[src/rtl/msix_bridge_pkg.sv]
// rtl/msix_bridge_pkg.sv - shared state type, response codes and byte-merge helper for the MSI-X AXI-Lite bridge
package msix_bridge_pkg;

    typedef enum logic [3:0] {
        IDLE,
        WR_ISSUE,
        RMW_RD,
        RMW_WAIT,
        RMW_WR,
        B_RESP,
        RD_ISSUE,
        RD_WAIT,
        R_RESP
    } bridge_state_e;

    localparam logic [1:0] RESP_OKAY   = 2'b00;
    localparam logic [1:0] RESP_SLVERR = 2'b10;

    // Select the new byte where the write strobe is set, otherwise keep the stored byte
    function automatic logic [7:0] merge_byte(input logic [7:0] old_byte,
                                              input logic [7:0] new_byte,
                                              input logic       take_new);
        return take_new ? new_byte : old_byte;
    endfunction

endpackage

[src/rtl/msix_axil_rd_pipe.sv]
// rtl/msix_axil_rd_pipe.sv - memory read latency tracker and read-word capture shared by read and RMW paths
module msix_axil_rd_pipe
    import msix_bridge_pkg::*;
#(
    parameter int unsigned C_DATA_WIDTH       = 32,
    parameter int unsigned C_MEM_READ_LATENCY = 1
) (
    input  logic                    clk_i,
    input  logic                    rst_i,
    input  logic                    start_i,
    input  logic [C_DATA_WIDTH-1:0] mem_rdata_i,
    output logic                    hit_o,
    output logic [C_DATA_WIDTH-1:0] data_o
);

    logic [C_MEM_READ_LATENCY-1:0] vld_q;
    logic [C_MEM_READ_LATENCY:0]   shift_w;
    logic [C_DATA_WIDTH-1:0]       data_q;

    // The top bit of the shifted vector marks the cycle in which memory rdata is valid
    assign shift_w = {vld_q, start_i};
    assign hit_o   = shift_w[C_MEM_READ_LATENCY];
    assign data_o  = data_q;

    // Advance the issued-read marker one stage per cycle and capture the word when it lands
    always_ff @(posedge clk_i) begin
        if (rst_i) begin
            vld_q  <= '0;
            data_q <= '0;
        end else begin
            vld_q <= shift_w[C_MEM_READ_LATENCY-1:0];
            if (hit_o) begin
                data_q <= mem_rdata_i;
            end
        end
    end

endmodule

[src/rtl/msix_axil_mem_bridge.sv]
// rtl/msix_axil_mem_bridge.sv - AXI4-Lite slave to msix_manager_br mem port bridge; MSIX_AXIL_BRIDGE_RMW_EN enables partial-write RMW
module msix_axil_mem_bridge
    import msix_bridge_pkg::*;
#(
    parameter int unsigned             C_ADDR_WIDTH       = 9,
    parameter int unsigned             C_DATA_WIDTH       = 32,
    parameter logic [C_ADDR_WIDTH-1:0] C_ADDR_LIMIT       = 9'h104,
    parameter int unsigned             C_MEM_READ_LATENCY = 1
) (
    input  logic                      clk,
    input  logic                      rst,
    input  logic [C_ADDR_WIDTH-1:0]   s_axil_awaddr,
    input  logic                      s_axil_awvalid,
    output logic                      s_axil_awready,
    input  logic [C_DATA_WIDTH-1:0]   s_axil_wdata,
    input  logic [C_DATA_WIDTH/8-1:0] s_axil_wstrb,
    input  logic                      s_axil_wvalid,
    output logic                      s_axil_wready,
    output logic [1:0]                s_axil_bresp,
    output logic                      s_axil_bvalid,
    input  logic                      s_axil_bready,
    input  logic [C_ADDR_WIDTH-1:0]   s_axil_araddr,
    input  logic                      s_axil_arvalid,
    output logic                      s_axil_arready,
    output logic [C_DATA_WIDTH-1:0]   s_axil_rdata,
    output logic [1:0]                s_axil_rresp,
    output logic                      s_axil_rvalid,
    input  logic                      s_axil_rready,
    output logic [C_ADDR_WIDTH-1:0]   m_mem_iface_waddr,
    output logic [C_ADDR_WIDTH-1:0]   m_mem_iface_raddr,
    output logic [C_DATA_WIDTH-1:0]   m_mem_iface_wdata,
    input  logic [C_DATA_WIDTH-1:0]   m_mem_iface_rdata,
    output logic                      m_mem_iface_we_norread
);

    bridge_state_e           state_q, state_d;
    logic [C_ADDR_WIDTH-1:0] addr_q, addr_d;
    logic [C_DATA_WIDTH-1:0] wdata_q, wdata_d;
    logic [1:0]              bresp_q, bresp_d;
    logic [1:0]              rresp_q, rresp_d;
    logic                    last_wr_q, last_wr_d;

    logic                    wr_elig, rd_elig;
    logic                    take_wr, take_rd;
    logic                    pipe_start, pipe_hit;
    logic [C_DATA_WIDTH-1:0] pipe_data;

`ifdef MSIX_AXIL_BRIDGE_RMW_EN
    logic [C_DATA_WIDTH/8-1:0] strb_q, strb_d;
    logic [C_DATA_WIDTH-1:0]   merged_w;
`endif

    // Arbitration: accepts happen only in IDLE; on contention the side not served last wins
    assign wr_elig = s_axil_awvalid && s_axil_wvalid;
    assign rd_elig = s_axil_arvalid;
    assign take_wr = !rst && (state_q == IDLE) && wr_elig && (!rd_elig || !last_wr_q);
    assign take_rd = !rst && (state_q == IDLE) && rd_elig && (!wr_elig || last_wr_q);

    assign s_axil_awready = take_wr;
    assign s_axil_wready  = take_wr;
    assign s_axil_arready = take_rd;
    assign s_axil_bvalid  = (state_q == B_RESP);
    assign s_axil_rvalid  = (state_q == R_RESP);
    assign s_axil_bresp   = bresp_q;
    assign s_axil_rresp   = rresp_q;
    // Error reads return zero regardless of whatever the capture register last held
    assign s_axil_rdata   = (rresp_q == RESP_OKAY) ? pipe_data : '0;

    assign m_mem_iface_waddr      = addr_q;
    assign m_mem_iface_raddr      = addr_q;
    assign m_mem_iface_wdata      = wdata_q;
    assign m_mem_iface_we_norread = !rst && ((state_q == WR_ISSUE) || (state_q == RMW_WR));

    msix_axil_rd_pipe #(
        .C_DATA_WIDTH       (C_DATA_WIDTH),
        .C_MEM_READ_LATENCY (C_MEM_READ_LATENCY)
    ) u_rd_pipe (
        .clk_i       (clk),
        .rst_i       (rst),
        .start_i     (pipe_start),
        .mem_rdata_i (m_mem_iface_rdata),
        .hit_o       (pipe_hit),
        .data_o      (pipe_data)
    );

`ifdef MSIX_AXIL_BRIDGE_RMW_EN
    // Overlay the strobed bytes of the pending write on the word just read back
    always_comb begin
        merged_w = '0;
        for (int b = 0; b < C_DATA_WIDTH / 8; b++) begin
            merged_w[b*8 +: 8] = merge_byte(m_mem_iface_rdata[b*8 +: 8], wdata_q[b*8 +: 8], strb_q[b]);
        end
    end
`endif

    // Next-state and datapath-register decode for the single-transaction FSM
    always_comb begin
        state_d    = state_q;
        addr_d     = addr_q;
        wdata_d    = wdata_q;
        bresp_d    = bresp_q;
        rresp_d    = rresp_q;
        last_wr_d  = last_wr_q;
        pipe_start = 1'b0;
`ifdef MSIX_AXIL_BRIDGE_RMW_EN
        strb_d     = strb_q;
`endif
        case (state_q)
            IDLE: begin
                if (take_wr) begin
                    addr_d    = {s_axil_awaddr[C_ADDR_WIDTH-1:2], 2'b00};
                    wdata_d   = s_axil_wdata;
                    last_wr_d = 1'b1;
                    if (s_axil_awaddr >= C_ADDR_LIMIT) begin
                        bresp_d = RESP_SLVERR;
                        state_d = B_RESP;
                    end else if (&s_axil_wstrb) begin
                        bresp_d = RESP_OKAY;
                        state_d = WR_ISSUE;
                    end else if (s_axil_wstrb == '0) begin
                        bresp_d = RESP_OKAY;
                        state_d = B_RESP;
                    end else begin
`ifdef MSIX_AXIL_BRIDGE_RMW_EN
                        strb_d  = s_axil_wstrb;
                        bresp_d = RESP_OKAY;
                        state_d = RMW_RD;
`else
                        bresp_d = RESP_SLVERR;
                        state_d = B_RESP;
`endif
                    end
                end else if (take_rd) begin
                    addr_d    = {s_axil_araddr[C_ADDR_WIDTH-1:2], 2'b00};
                    last_wr_d = 1'b0;
                    if (s_axil_araddr >= C_ADDR_LIMIT) begin
                        rresp_d = RESP_SLVERR;
                        state_d = R_RESP;
                    end else begin
                        rresp_d = RESP_OKAY;
                        state_d = RD_ISSUE;
                    end
                end
            end
            WR_ISSUE: state_d = B_RESP;
            RD_ISSUE: begin
                pipe_start = 1'b1;
                state_d    = RD_WAIT;
            end
            RD_WAIT: begin
                if (pipe_hit) begin
                    state_d = R_RESP;
                end
            end
`ifdef MSIX_AXIL_BRIDGE_RMW_EN
            RMW_RD: begin
                pipe_start = 1'b1;
                state_d    = RMW_WAIT;
            end
            RMW_WAIT: begin
                if (pipe_hit) begin
                    wdata_d = merged_w;
                    state_d = RMW_WR;
                end
            end
            RMW_WR: state_d = B_RESP;
`endif
            B_RESP: begin
                if (s_axil_bready) begin
                    state_d = IDLE;
                end
            end
            R_RESP: begin
                if (s_axil_rready) begin
                    state_d = IDLE;
                end
            end
            default: state_d = IDLE;
        endcase
    end

    // State and datapath registers; reset drops any transaction in flight without a response
    always_ff @(posedge clk) begin
        if (rst) begin
            state_q   <= IDLE;
            addr_q    <= '0;
            wdata_q   <= '0;
            bresp_q   <= RESP_OKAY;
            rresp_q   <= RESP_OKAY;
            last_wr_q <= 1'b0;
`ifdef MSIX_AXIL_BRIDGE_RMW_EN
            strb_q    <= '0;
`endif
        end else begin
            state_q   <= state_d;
            addr_q    <= addr_d;
            wdata_q   <= wdata_d;
            bresp_q   <= bresp_d;
            rresp_q   <= rresp_d;
            last_wr_q <= last_wr_d;
`ifdef MSIX_AXIL_BRIDGE_RMW_EN
            strb_q    <= strb_d;
`endif
        end
    end

endmodule

[config.mk]
export PLATFORM = sky130hd
export DESIGN_NAME = msix_axil_mem_bridge
export DESIGN_NICKNAME = d
export VERILOG_FILES = /design/src/rtl/msix_bridge_pkg.sv /design/src/rtl/msix_axil_rd_pipe.sv /design/src/rtl/msix_axil_mem_bridge.sv
export SDC_FILE = /design/constraint.sdc
export NUM_CORES = 1
export LEC_CHECK = 0
export BUFFER_PORTS_ARGS = -buffer_cell sky130_fd_sc_hd__buf_2
export CAP_MARGIN = 30
export CORE_MARGIN = 2
export CORE_UTILIZATION = 40
export DETAILED_ROUTE_END_ITERATION = 6
export PLACE_DENSITY = 0.85
export SLEW_MARGIN = 20
export SYNTH_ARGS = -nofsm -noshare
export SYNTH_HDL_FRONTEND = slang
export SYNTH_SLANG_ARGS = --single-unit
[constraint.sdc]
create_clock -name clk -period 1.5 [get_ports clk]
set_input_delay 0.15 -clock clk [delete_from_list [all_inputs] [get_ports clk]]
set_output_delay 0.15 -clock clk [all_outputs]
set_load 0.02 [all_outputs]
==> reports/metrics.yaml, run 1 <==
worst_setup_path:
  crit_start: "state_q[2]$_SDFFE_PP0P_"
  worstSetupPathType: "reg2reg"
  cp_slowest_stage_delay_ns: 0.41
  worstSetupEndpoint: "m_mem_iface_raddr[7]$_SDFFE_PP0P_"
  r2r_setup_slack_ns: -0.22
  cp.depth: 7
  r2r_cells: 7
  path_cells: "or3_4 -> buf_4 -> nor3_4 -> buf_6 -> buf_16 -> nor2_2 -> a311oi_2"
  cp_num_buf_inv: 3
  cp_max_fo: 7
  cp_slowest_cell: "or3_4"
  startpoint_type: "flop"
  r2r-end: "m_mem_iface_raddr[7]$_SDFFE_PP0P_"
  arrival_ns: 1.98
  cp-end-kind: "flop"
  critPathRequiredTime_ns: 1.76
  r2r_start: "state_q[2]$_SDFFE_PP0P_"
  crit_family: "simple AND/OR/NAND/NOR gates"
cts:
  cts_buffer_depth: 2
  numClockSinks: 79
  numCtsBuffers: 9
  cts-root-buf: "clkbuf_8"
  htreeDepth: 3
  clk_pin_slew_ns: 0.08
  cts_tree: "yes"
  clock_latency_ns: 0.35
drt:
  wl_mm: 9.72
  postRouteAntennaNets: 0
  vias: 3498
  via_per_inst: 4.89
  route.detailed.drc: 0
  drt_pass1_iterations: 5
  first_iter_violations: 112
  wire_per_inst_um: 13.6
global_routing:
  antenna_found_initial: 0
  use_met2_pct: 37.3
  grt_pass1_vias: 3392
  grt_max_degree: 37
  use_met3_pct: 5.20
  use_met1_pct: 20.3
  grt_pass1_wl_mm: 15.3
  top_usage_layer: "met2"
  globalRouteTotalUtil_pct: 19.8
  overflow: 0
synth:
  synthArstFlopShare_pct: 0
  netlist_instances: 402
  synth-edff-count: 0
  ys_ff_latch: 79
  ys_types: 44
  synth_area_per_cell_um2: 8.53
  ys_warn_count: 0
  syn-cell-area_mm2: 0.00343
  ys_seq_area_share_pct: 46.1
  ys.flop_type: "dfxtp_1"
sta:
  worst_clock_skew_ns: 0.00809
  timing.hold.ws_ns: 0.00525
  fin_crit_sh_pct: 115
  clock.fmax_mhz: 582
  timing.final.crit_period_ns: 1.72
  hold_violations: 0
  rsz0062_at_grt: "true"
  setup_viol: 16
  drv_slew: 0
  fin_tns_setup_ns: -1.83
  setup_ws_ns: -0.219
min_path:
  hold_path.class: "in2reg"
  hold_path_depth: 3
run:
  max_cap_violations: 0
place:
  gp_congestion: 0.857
  dpl_worst_slack_ns: -0.0346
  hpwl_mm: 6.56
  dpl_cell_area_mm2: 0.00443
  numPortBuffers: 174
status:
  status: "complete, but fails checks"
  violations: "negative setup slack"
die:
  row_count: 33
  start_util_pct: 41.5
  pin_count: 185
  dieArea_mm2: 0.00933
  dieWidth_um: 96.6
  core_area_mm2: 0.00826
  die_h_um: 96.6
cells_and_area:
  final_common_cell: "buf_2"
  fillers: 705
  nNetsFinal: 698
  drive_gt1_share_pct: 39.4
  syn_to_final_growth_pct: 47.0
  final_cell_mix: "buf_2, nand2_1, dfxtp_1"
  post-route-cell-area_mm2: 0.00504
power_and_ir_drop:
  total_power_mw: 5.07
  p_leak_nw: 2.36
  power.density_mw_per_mm2: 1010
  ir_drop_mv: 0.633
-- worst min-delay path, stage by stage --
cell and delay (ns):
buf_2 0.08, nand2_1 0.04, o21ai_0 0.05
-- per-stage QoR --
step                      std cells  util, %
after global placement          665     53.6
after global routing            714     61.0
final                           715     61.1
after floorplan                 407        -
after CTS                       709     60.0
after detailed placement        665     53.6
-- Yosys cell counts (6+ instances only) --
| library cell | instances | share of area (%) |
|---|---|---|
| nor2b_1 | 34 | 6.2 |
| a311oi_1 | 6 | 1.5 |
| clkbuf_1 | 17 | 1.9 |
| nand2_1 | 82 | 9.0 |
| dfxtp_1 | 79 | 46 |
| o21ai_0 | 38 | 5.5 |
| mux2i_1 | 34 | 9.9 |
| buf_4 | 14 | 3.1 |
| buf_2 | 7 | 1.0 |
| nor2_1 | 42 | 4.6 |
-- timing repair --
action | 4_1_cts | 5_1_grt
endpoints found under the setup margin | 11 | 62
setup buffers | 4 | 5
hold buffers | 24 | 0
pin swaps | 5 | 6
endpoints found under the hold margin | 24 | 0
cloned | 1 | 0
resized for setup | 5 | 15
-- layout make-up --
| class | count | area [µm²] | area share, % |
|---|---|---|---|
| clock inverter | 6 | 86.3 | 1.71 |
| sequential | 79 | 1590 | 31.5 |
| multi-input combinational | 282 | 1660 | 32.9 |
| timing repair buffer | 229 | 1440 | 28.5 |
| tap | 105 | 131 | 2.60 |
| clock buffer | 9 | 124 | 2.46 |
| inverter | 4 | 15.0 | 0.298 |
| antenna | 1 | 2.50 | 0.0496 |
-- flip-flops by register name, indices dropped and copies added, names as in the netlist --
register and flops:
m_mem_iface_raddr 7, s_axil_rresp 1, state_q 4, m_mem_iface_wdata 32, u_rd_pipe.data_o 32, s_axil_bresp 1, u_rd_pipe.hit_o 1, last_wr_q 1
-- worst min-delay path by stage --
stage	to	slack, ns	startpoint
2_1_floorplan	m_mem_iface_wdata[0]$_SDFFE_PP0P_	0.26	s_axil_wdata[0]
3_3_place_gp	m_mem_iface_wdata[29]$_SDFFE_PP0P_	0.34	s_axil_wdata[29]
3_5_place_dp	m_mem_iface_wdata[21]$_SDFFE_PP0P_	0.35	s_axil_wdata[21]
4_1_cts	m_mem_iface_wdata[22]$_SDFFE_PP0P_	0.0001	s_axil_wdata[22]
5_1_grt	m_mem_iface_wdata[24]$_SDFFE_PP0P_	0.0002	s_axil_wdata[24]
6_report	m_mem_iface_wdata[18]$_SDFFE_PP0P_	0.005	s_axil_wdata[18]
-- cell families after synthesis --
family / share of synthesized area, %
other: 0.109
AO/OA/AOI/OAI: 12.5
AND/OR/NAND/NOR: 23.9
flip-flops: 46.1
multiplexers: 9.92
XOR/XNOR: 0.255
buffers and inverters: 7.26
-- report_power, final --
group	internal [mW]	total [mW]	switching [mW]
logic	0.489	1.09	0.598
clock network	0.925	1.69	0.770
registers	2.22	2.29	0.0750
-- routing by layer --
layer	up-vias	part of all wire (%)
li1	1725	-
met1	1587	38
met2	160	53
met3	26	6.9
met4	0	2.7
met5	-	0
(Power assumes the default switching activity.)
==> run 2: changes to the inputs <==
--- a/config.mk
+++ b/config.mk
@@ -5,12 +5,13 @@
 export SDC_FILE = /design/constraint.sdc
 export NUM_CORES = 1
 export LEC_CHECK = 0
-export BUFFER_PORTS_ARGS = -buffer_cell sky130_fd_sc_hd__buf_2
+export ABC_AREA = 1
+export BUFFER_PORTS_ARGS = -buffer_cell sky130_fd_sc_hd__buf_4
 export CAP_MARGIN = 30
 export CORE_MARGIN = 2
-export CORE_UTILIZATION = 40
+export CORE_UTILIZATION = 41
 export DETAILED_ROUTE_END_ITERATION = 6
-export PLACE_DENSITY = 0.85
+export PLACE_DENSITY = 0.86
 export SLEW_MARGIN = 20
 export SYNTH_ARGS = -nofsm -noshare
 export SYNTH_HDL_FRONTEND = slang
==> run 2 against run 1 <==
The run now ends clean; setup slack better by 0.23 ns; synthesized cell count up 14%; critical path depth down 2; via count up 4.8%; largest cell class is now buffers; sequential cell count unchanged; worst hold slack better by 0.0039 ns; design area up 7.8%.
==> reports/metrics.yaml, run 2 <==
power_and_ir_drop:
  power.switching_mw: 2.52
  swShare_pct: 35.6
  p_leak_nw: 2.57
  power.density_mw_per_mm2: 1300
  combPwrFrac_pct: 38.9
  power_frac_clock_pct: 24.0
  ir_drop_mv: 0.698
  intPower_mw: 4.55
  p_seq_share_pct: 37.1
synth:
  ys_seq_area_share_pct: 44.9
  synth_top_area_cell: "dfxtp_1"
  ys_types: 25
  ys.flop_type: "dfxtp_1"
  ys_ff_latch: 79
  synth-edff-count: 0
  ys_top_cells_by_count: "nand2_1, dfxtp_1, nor2_1"
  synth_area_per_cell_um2: 7.69
  netlist_instances: 458
  syn-cell-area_mm2: 0.00352
  synthArstFlopShare_pct: 0
  synth.most_common_cell: "nand2_1"
  yosysTopAreaCellShare_pct: 44.9
  ys_warn_count: 0
  synthTopCellsByArea: "dfxtp_1, nand2_1, o21ai_2"
cts:
  clk_pin_slew_ns: 0.08
  clock_latency_ns: 0.34
  numCtsBuffers: 9
  cts-root-buf: "clkbuf_8"
  htreeDepth: 3
  cts_tree: "yes"
  numClockSinks: 79
  cts_buffer_depth: 2
die:
  row_count: 33
  core_area_mm2: 0.00826
  dieArea_mm2: 0.00935
  start_util_pct: 42.6
  die_h_um: 96.7
  pin_count: 185
  dieWidth_um: 96.7
sta:
  timing.final.crit_period_ns: 1.49
  setup_ws_ns: 0.0130
  drv_slew: 0
  fin_crit_sh_pct: 99.1
  fin_tns_setup_ns: 0
  clock.fmax_mhz: 672
  setup_viol: 0
  rsz0062_at_grt: "true"
  worst_clock_skew_ns: 0.0104
  hold_violations: 0
  timing.hold.ws_ns: 0.00914
global_routing:
  grt_pass1_wl_mm: 16.7
  overflow: 0
  globalRouteTotalUtil_pct: 21.7
  antenna_found_initial: 0
  grt_pass1_vias: 3597
  grt_max_degree: 75
worst_setup_path:
  r2r_cells: 7
  path_cells: "nor2_4 -> buf_4 -> nand3_2 -> a21oi_2 -> buf_4"
  cp_slowest_stage_delay_ns: 0.36
  worstSetupEndpoint: "m_mem_iface_we_norread"
  crit_start: "state_q[3]$_SDFFE_PP0P_"
  cp-end-kind: "primary output"
  r2r_start: "state_q[3]$_SDFFE_PP0P_"
  critPathRequiredTime_ns: 1.35
  cp_num_buf_inv: 2
  critPathMostFrequentCell: "buf_4"
  r2r_setup_slack_ns: 0.06
  startpoint_type: "flop"
  crit_family: "flip-flops"
  r2r-end: "m_mem_iface_wdata[17]$_SDFFE_PP0P_"
  cp_max_fo: 4
  cp_slowest_cell: "dfxtp_2"
  cp.depth: 5
  worstSetupPathType: "reg2out"
  arrival_ns: 1.34
drt:
  route.detailed.drc: 0
  wl_mm: 10.4
  postRouteAntennaNets: 0
  via_per_inst: 4.83
  first_iter_violations: 121
  wire_per_inst_um: 13.7
  drt_pass1_iterations: 5
  vias: 3666
place:
  hpwl_mm: 6.74
  dpl_cell_area_mm2: 0.00485
  gp_congestion: 0.829
  dpl.cell_count: 713
  numPortBuffers: 174
  dpl_worst_slack_ns: 0.0532
cells_and_area:
  final_common_cell: "buf_4"
  fin_cells: 759
  antenna_cells: 0
  nNetsFinal: 743
  post-route-cell-area_mm2: 0.00544
  syn_to_final_growth_pct: 54.4
  final_cell_mix: "buf_4, nand2_1, dfxtp_1"
  drive_gt1_share_pct: 42.4
status:
  status: "complete, no violations"
min_path:
  hold_path.class: "in2reg"
run:
  max_cap_violations: 0
## run 2: timing repair
action | CTS | global route
hold buffers | 22 | 0
setup endpoints to repair | 5 | 12
pin swaps | 5 | 4
buffers inserted | 6 | 2
gates resized for setup | 12 | 6
endpoints found under the hold margin | 22 | 0
cloned | 1 | 0
## run 2: metrics by stage
stage	utilization [%]	power (mW)
floorplan	-	4.24
global placement	58.7	5.06
detailed placement	58.7	5.13
CTS	65.3	7.00
global route	65.8	7.46
finish	65.8	7.07
## run 2: power by group through the flow
stage          sequential, mW  combinational, mW  clock [mW]
5_1_grt                  2.66               2.96        1.84
3_3_place_gp             2.64               2.43           0
4_1_cts                  2.61               2.66        1.73
2_1_floorplan            2.91               1.32           0
3_5_place_dp             2.64               2.49           0
6_report                 2.63               2.75        1.69
## run 2: worst min-delay path by stage
| stage | cells after the start | endpoint | start |
|---|---|---|---|
| floorplan | 1 | state_q[1]$_SDFFE_PP0P_ | rst |
| global placement | 3 | m_mem_iface_wdata[20]$_SDFFE_PP0P_ | s_axil_wdata[20] |
| detailed placement | 3 | m_mem_iface_wdata[0]$_SDFFE_PP0P_ | s_axil_wdata[0] |
| CTS | 3 | m_mem_iface_wdata[15]$_SDFFE_PP0P_ | s_axil_wdata[15] |
| global route | 3 | m_mem_iface_wdata[6]$_SDFFE_PP0P_ | s_axil_wdata[6] |
| finish | 3 | m_mem_iface_wdata[6]$_SDFFE_PP0P_ | s_axil_wdata[6] |
## run 2: logic make-up after synthesis
group	share of synthesized area, %
simple gates	21.5
flops	44.9
other cells	0.107
compound gates	20.3
buf+inv	13.2
## run 2: per-layer routing
layer / track usage (%) / vias to the layer above / part of all wire [%]
li1: - / 1823 / -
met1: 25.0 / 1660 / 40
met3: 8.24 / 14 / 9.4
met5: 0 / - / 0
met4: 7.69 / 0 / 1.6
met2: 36.6 / 169 / 49
## run 2: tightest hold or removal path, delay by kind of cell
kind	cells	cell delay, ns
AND/OR/NAND/NOR	1	0.05
buffers and inverters	1	0.08
AO/OA/AOI/OAI	1	0.05
## run 2: area by class of cell
type | instances | area, µm²
clock buffer | 10 | 128
clock inverter | 5 | 83.8
fill | 626 | 2820
inverter | 46 | 175
multi-input combinational | 296 | 1530
sequential | 79 | 1590
tap | 105 | 131
timing repair buffer | 218 | 1800
